$ cat src/rtl/train_pkg.sv
// Shared types for the training-pass scheduler:
// FSM state encoding, pass codes and small decode helpers.
package train_pkg;

   localparam int WDOG_W = 8;

   typedef enum logic [3:0] {
      S_IDLE,
      S_F0_GO,
      S_F0_WAIT,
      S_F1_GO,
      S_F1_WAIT,
      S_B_GO,
      S_B_WAIT,
      S_FIN,
      S_ERR
   } state_e;

   typedef enum logic [1:0] {
      PASS_NONE = 2'd0,
      PASS_F0   = 2'd1,
      PASS_F1   = 2'd2,
      PASS_B    = 2'd3
   } pass_e;

   function automatic logic is_wait(input state_e s);
      return (s == S_F0_WAIT) || (s == S_F1_WAIT) ||
             (s == S_B_WAIT);
   endfunction

   function automatic pass_e pass_of(input state_e s);
      pass_e p;
      p = PASS_NONE;
      case (s)
         S_F0_GO, S_F0_WAIT: p = PASS_F0;
         S_F1_GO, S_F1_WAIT: p = PASS_F1;
         S_B_GO,  S_B_WAIT:  p = PASS_B;
         default:            p = PASS_NONE;
      endcase
      return p;
   endfunction

endpackage

$ cat src/rtl/pass_watchdog.sv
// Per-pass wait counter; o_expired flags the last
// allowed wait cycle (count == TIMEOUT-1).
module pass_watchdog
   import train_pkg::*;
#(
   parameter int TIMEOUT = 255
) (
   input  logic              clk_i,
   input  logic              rst_i,
   input  logic              i_clr,
   input  logic              i_en,
   output logic [WDOG_W-1:0] o_count,
   output logic              o_expired
);

   logic [WDOG_W-1:0] r_cnt;

   always_ff @(posedge clk_i or negedge rst_i) begin
      if (!rst_i) begin
         r_cnt <= '0;
      end else if (i_clr) begin
         r_cnt <= '0;
      end else if (i_en) begin
         r_cnt <= r_cnt + 1'b1;
      end
   end

   assign o_count   = r_cnt;
   assign o_expired = (r_cnt == WDOG_W'(TIMEOUT - 1));

endmodule

$ cat src/rtl/train_pass_sched.sv
// Sequences f0 -> f1 -> b passes for a programmed number
// of iterations, with watchdog, abort and global enable.
module train_pass_sched
   import train_pkg::*;
#(
   parameter int ITER_W  = 4,
   parameter int TIMEOUT = 255
) (
   input  logic              clk_i,
   input  logic              rst_i,
   input  logic              en_i,
   input  logic              start_i,
   input  logic              abort_i,
   input  logic [ITER_W-1:0] iters_i,
   input  logic              f0_done_i,
   input  logic              f1_done_i,
   input  logic              b_done_i,
   output logic              f0_start_o,
   output logic              f1_start_o,
   output logic              b_start_o,
   output logic              busy_o,
   output logic              done_o,
   output logic              err_o,
   output logic [1:0]        pass_o,
   output logic [ITER_W-1:0] iter_o
);

   state_e            r_state;
   state_e            w_nxt;
   logic [ITER_W-1:0] r_iters;
   logic [ITER_W-1:0] r_iter;
   logic [ITER_W-1:0] w_iter_inc;
   logic              w_in_wait;
   logic              w_wd_clr;
   logic              w_wd_en;
   logic              w_wd_exp;
   logic [WDOG_W-1:0] w_wd_cnt;
   logic              w_accept;
   logic              w_b_fin;

   assign w_in_wait  = is_wait(r_state);
   assign w_iter_inc = r_iter + 1'b1;

   // Count never runs past TIMEOUT even if held in WAIT.
   assign w_wd_clr = en_i & (abort_i | ~w_in_wait);
   assign w_wd_en  = en_i & w_in_wait &
                     (w_wd_cnt < WDOG_W'(TIMEOUT));

   pass_watchdog #(
      .TIMEOUT (TIMEOUT)
   ) u_wdog (
      .clk_i     (clk_i),
      .rst_i     (rst_i),
      .i_clr     (w_wd_clr),
      .i_en      (w_wd_en),
      .o_count   (w_wd_cnt),
      .o_expired (w_wd_exp)
   );

   assign w_accept = (r_state == S_IDLE) & start_i & ~abort_i;
   assign w_b_fin  = (r_state == S_B_WAIT) & b_done_i & ~abort_i;

   // Done is tested before expiry so a late done still wins.
   always_comb begin
      w_nxt = r_state;
      if (abort_i) begin
         w_nxt = S_IDLE;
      end else begin
         case (r_state)
            S_IDLE: begin
               if (start_i)
                  w_nxt = (iters_i != '0) ? S_F0_GO : S_FIN;
            end
            S_F0_GO: w_nxt = S_F0_WAIT;
            S_F0_WAIT: begin
               if (f0_done_i)     w_nxt = S_F1_GO;
               else if (w_wd_exp) w_nxt = S_ERR;
            end
            S_F1_GO: w_nxt = S_F1_WAIT;
            S_F1_WAIT: begin
               if (f1_done_i)     w_nxt = S_B_GO;
               else if (w_wd_exp) w_nxt = S_ERR;
            end
            S_B_GO: w_nxt = S_B_WAIT;
            S_B_WAIT: begin
               if (b_done_i)
                  w_nxt = (w_iter_inc < r_iters) ? S_F0_GO : S_FIN;
               else if (w_wd_exp)
                  w_nxt = S_ERR;
            end
            S_FIN:   w_nxt = S_IDLE;
            S_ERR:   w_nxt = S_ERR;
            default: w_nxt = S_IDLE;
         endcase
      end
   end

   always_ff @(posedge clk_i or negedge rst_i) begin
      if (!rst_i) begin
         r_state    <= S_IDLE;
         r_iters    <= '0;
         r_iter     <= '0;
         f0_start_o <= 1'b0;
         f1_start_o <= 1'b0;
         b_start_o  <= 1'b0;
         busy_o     <= 1'b0;
         done_o     <= 1'b0;
         err_o      <= 1'b0;
         pass_o     <= 2'd0;
      end else if (en_i) begin
         r_state    <= w_nxt;
         f0_start_o <= (w_nxt == S_F0_GO);
         f1_start_o <= (w_nxt == S_F1_GO);
         b_start_o  <= (w_nxt == S_B_GO);
         done_o     <= (w_nxt == S_FIN);
         err_o      <= (w_nxt == S_ERR);
         busy_o     <= (w_nxt != S_IDLE) && (w_nxt != S_ERR);
         pass_o     <= pass_of(w_nxt);
         if (w_accept) begin
            r_iters <= iters_i;
            r_iter  <= '0;
         end else if (w_b_fin) begin
            r_iter  <= w_iter_inc;
         end
      end
   end

   assign iter_o = r_iter;

endmodule

$ cat config.mk
export PLATFORM = sky130hd
export DESIGN_NAME = train_pass_sched
export DESIGN_NICKNAME = d
export VERILOG_FILES = /design/src/rtl/train_pkg.sv /design/src/rtl/pass_watchdog.sv /design/src/rtl/train_pass_sched.sv
export SDC_FILE = /design/constraint.sdc
export NUM_CORES = 1
export LEC_CHECK = 0
export ABC_AREA = 1
export CORE_MARGIN = 4
export CORE_UTILIZATION = 35
export CTS_BUF_LIST = sky130_fd_sc_hd__clkbuf_8
export DETAILED_ROUTE_END_ITERATION = 16
export GPL_ROUTABILITY_DRIVEN = 0
export GPL_TIMING_DRIVEN = 0
export PLACE_DENSITY_LB_ADDON = 0.1
export SLEW_MARGIN = 40
export SYNTH_ARGS = -nofsm -noshare
export SYNTH_HDL_FRONTEND = slang
export SYNTH_SLANG_ARGS = --single-unit
$ cat constraint.sdc
create_clock -name clk_i -period 2.3 [get_ports clk_i]
set_input_delay 0.23 -clock clk_i [delete_from_list [all_inputs] [get_ports clk_i]]
set_output_delay 0.23 -clock clk_i [all_outputs]
set_load 0.005 [all_outputs]
==> summary by stage <==
Floorplanning
After floorplanning, the core was sized to cover 4690 um2. For this design the top-level I/O count stands at 24. The floorplan has 25 rows. The die is 77.5 um tall. Once the floorplan was initialized, standard cells occupied 36.1% of the core. The die covers 6010 um2. The floorplan step set the die width to 77.5 um.

Worst setup path
In this run the critical register-to-register path is captured at busy_o. The data required time at the worst endpoint is 2470 ps. At the worst endpoint, the arrival time is 2250 ps. The highest fanout seen on the critical path is 6. The worst register-to-register path begins at iter_o[0]. The capturing element type of the critical path is a register. The startpoint-to-endpoint class of the critical path is register to register.

The nature of the critical path startpoint is a register. The worst-case register-to-register setup slack is 230 ps. The cell count of the worst reg-to-reg path is 13.

STA
Summed over all failing endpoints, the final setup total negative slack is 0 ps. Counting I/O delays and the setup requirement, the final critical path takes 2070 ps. Setup repair after global routing left no endpoint under its margin. The minimum setup slack in the final design is 228 ps.

Headroom to the max-slew limit came out at 59.0%. Setup violations remaining at the end of the flow were counted as 0. Across the routed clock network, the largest skew measured is 5.64 ps. The number of hold violations in the final report is 0.

After layout, the worst path uses 90.1% of the clock period. The final count of pins violating max slew came to 0. Derived from the worst setup path, the maximum achievable clock frequency is 0.483 GHz. At the pin with the least slew margin, the transition time is 614 ps.

Global routing
Across every metal layer, demand over resource in global routing totals 12.6%. For this run the aggregate overflow at the end of global routing stands at 0. The number of global-route vias before repair is 1381.

Entering global routing, the biggest net connects 29 pins. The first global-routing pass estimated 6170 um of wire. The initial antenna violation count is 0.

Synthesis
After synthesis, the netlist uses 30 different library cells. The fraction of synthesis flops using an asynchronous set or reset pin is 100%. In this run the biggest area consumer among cell types represents 41.4% of the synthesized area. Yosys attributes the largest share of cell area to dfrtp_1, nand2_1, inv_1, ha_1, nor2_1. The number of nets handed over by synthesis was 242. Ranked by instance count, the synthesized netlist is headed by nand2_1, dfrtp_1, inv_1.

The number of instances in the synthesized netlist is 224. After synthesis, flip-flops and latches occupy 41.4% of the total area. The most common cell in the synthesized netlist is nand2_1.

Summing every instance area after synthesis gives 1690 um2. The primary flip-flop cell chosen by synthesis mapping is dfrtp_1. The average cell area after synthesis is 7.55 um2. The synthesized design spends more area on one cell type than any other, namely dfrtp_1. The post-synthesis sequential element count is 28.

In this run, synthesis inferred 0 flip-flops with an integrated enable. The Yosys warning count is 0.

Placed design
The number of input and output port buffers inserted is 23. The worst slack at placement is 179 ps. The placed wire-length estimate after detailed placement is 2780 um. The placed cell area is 1980 um2.

Clock tree
The register clock-pin slew on the reported worst setup and hold paths is 100 ps. The clock root buffer is clkbuf_8. The number of post-CTS setup repair buffers is 0. The number of H-tree levels is 1. The sink count of the clock tree is 28. Counting the buffers created by CTS gives 3. TritonCTS built the clock tree. Counting along the longest clock path gives a buffer depth of 2. The clock reaches the later pin of the worst-skew pair after 270 ps.

Cells and area
The diode insertion count for antenna repair is 0. The post-route cell area is 2050 um2. Fill cells in the final layout number 496.

The share of post-route cells with drive strength above 1 is 13.9%. The final layout contains 271 nets. The area taken by flip-flops and latches is 702 um2. Compared with the post-synthesis result, the final layout area differs by 21.4%. The multi-input logic area is 863 um2.

Detailed routing
The count of TritonRoute iterations in the first routing pass is 4. Dividing the detail-routed via count by the number of cells gives 4.55. The remaining number of nets flagged by the antenna check after routing is 0.

After detailed routing, the average wire length per cell comes to 11.6 um. The total via count after detailed routing is 1391. The total detailed-routing wirelength is 3550 um. In the routed design, unresolved DRC markers number 0. In this run, the number of DRC markers left after iteration 0 of detailed routing was 56.

Power and ir drop
The peak ir drop on the vdd network is 0.000287 V. The part of the total power dissipated in the clock network is 24.3%. The proportion of total power due to net switching is 31.9%.

The share of total power dissipated in combinational logic is 27.8%. The power per standard cell area is 613 nW/um2. In this run the power spent charging and discharging nets is 0.402 mW.

The portion of total power attributed to sequential cells is 47.9%. The cell-internal power is 0.857 mW. For this design the static power due to leakage is 0.999 nW.

Status
The flow ran to the end, and the final reports show no timing, DRC or antenna violations.

Job
The max capacitance violation total is 0.

Worst hold path
The worst min-delay path class is input port to asynchronous set/reset pin.
[worst max-delay path by stage]
stage | end | cells after the start | slack, ps | start
CTS | busy_o | 13 | 170 | iter_o[0]
global placement | busy_o | 13 | 170 | iter_o[0]
finish | busy_o | 13 | 230 | iter_o[0]
floorplan | pass_o[1] | 14 | 410 | iter_o[0]
detailed placement | busy_o | 13 | 180 | iter_o[0]
global route | busy_o | 13 | 40 | iter_o[0]
[critical path: stages (launching register included)]
cell and delay, ps:
dfrtp_2 450, ha_1 220, xnor2_1 190, inv_1 80, ha_1 180, nand2_1 60
nor3b_1 160, nand2_1 80, nand3_2 110, nand3_1 100, nand2_2 110, nand2_1 80
nor2_1 100, nor2_1 50
[cell type report]
| cell class | count | area share (%) |
|---|---|---|
| tap | 54 | 3.29 |
| buffer | 2 | 0.427 |
| inverter | 32 | 5.91 |
| multi-input combinational | 162 | 42.0 |
| timing repair buffer | 24 | 11.5 |
| sequential | 28 | 34.2 |
| clock buffer | 4 | 2.68 |
[timing repair]
action / 4_1_cts / 5_1_grt
resized for setup: 0 / 2
hold endpoints to repair: 28 / 0
hold buffers: 1 / 0
setup endpoints to repair: 0 / 2
[sequential cells by signal, summed over array words and instances, names as in the netlist, 2 cells and up]
| register | cells |
|---|---|
| r_state | 4 |
| u_wdog.o_count | 8 |
| iter_o | 4 |
| pass_o | 2 |
| r_iters | 4 |
[stage by stage]
stage	utilization (%)	hold WS, ps	std cells	total power, mW
2_1_floorplan	-	-65.6	224	0.839
3_3_place_gp	42.4	467	301	0.964
3_5_place_dp	42.3	303	301	0.966
4_1_cts	43.7	500	306	1.29
5_1_grt	43.8	522	306	1.38
6_report	43.8	489	306	1.26
[layer usage]
| layer | global-route usage [%] | routed length (um) | vias up |
|---|---|---|---|
| met2 | 19.5 | 1500 | 20 |
| met5 | 0 | 0 | - |
| met1 | 17.8 | 1880 | 609 |
| met3 | 3.13 | 141 | 2 |
| met4 | 2.67 | 25 | 0 |
| li1 | - | - | 760 |
[cells by family (layout without fill, tap and decap cells)]
kind of cell	Yosys count	in the layout	synth area share, %
adder cells (fa/ha/maj)	6	6	4.44
XOR/XNOR	4	4	2.07
AO/OA/AOI/OAI	24	24	8.21
flip-flops	28	28	41.4
buffers and inverters	34	62	7.69
AND/OR/NAND/NOR	128	128	36.2
[power by group through the flow]
stage                     logic, mW  registers, mW  clock network (mW)
after floorplan               0.233          0.606                   0
after global placement        0.352          0.613                   0
after detailed placement      0.353          0.614                   0
after CTS                     0.356          0.604               0.330
after global routing          0.409          0.616               0.352
final                         0.350          0.603               0.306
[cell usage in the layout (no fill, tap or decap), types with 2 or more instances in the layout]
cell / netlist / final
xnor2_1: 2 / 2
o21ai_1: 4 / 4
dfrtp_1: 28 / 27
ha_1: 6 / 6
nand2_1: 67 / 66
nor3_1: 9 / 9
a22o_1: 2 / 2
nand3_1: 9 / 9
nor2_1: 18 / 18
clkbuf_8: 0 / 4
nand3_2: 3 / 3
nor3b_1: 2 / 2
nor2_2: 4 / 4
a21oi_1: 6 / 6
clkdlybuf4s50_1: 0 / 22
nor2_4: 4 / 4
inv_1: 24 / 24
xor2_1: 2 / 2
o21a_1: 2 / 2
inv_2: 7 / 7
nand2_2: 6 / 7
o21ai_0: 8 / 8
nand3b_1: 2 / 2
buf_2: 1 / 2
Power figures use the tool's default switching activity.
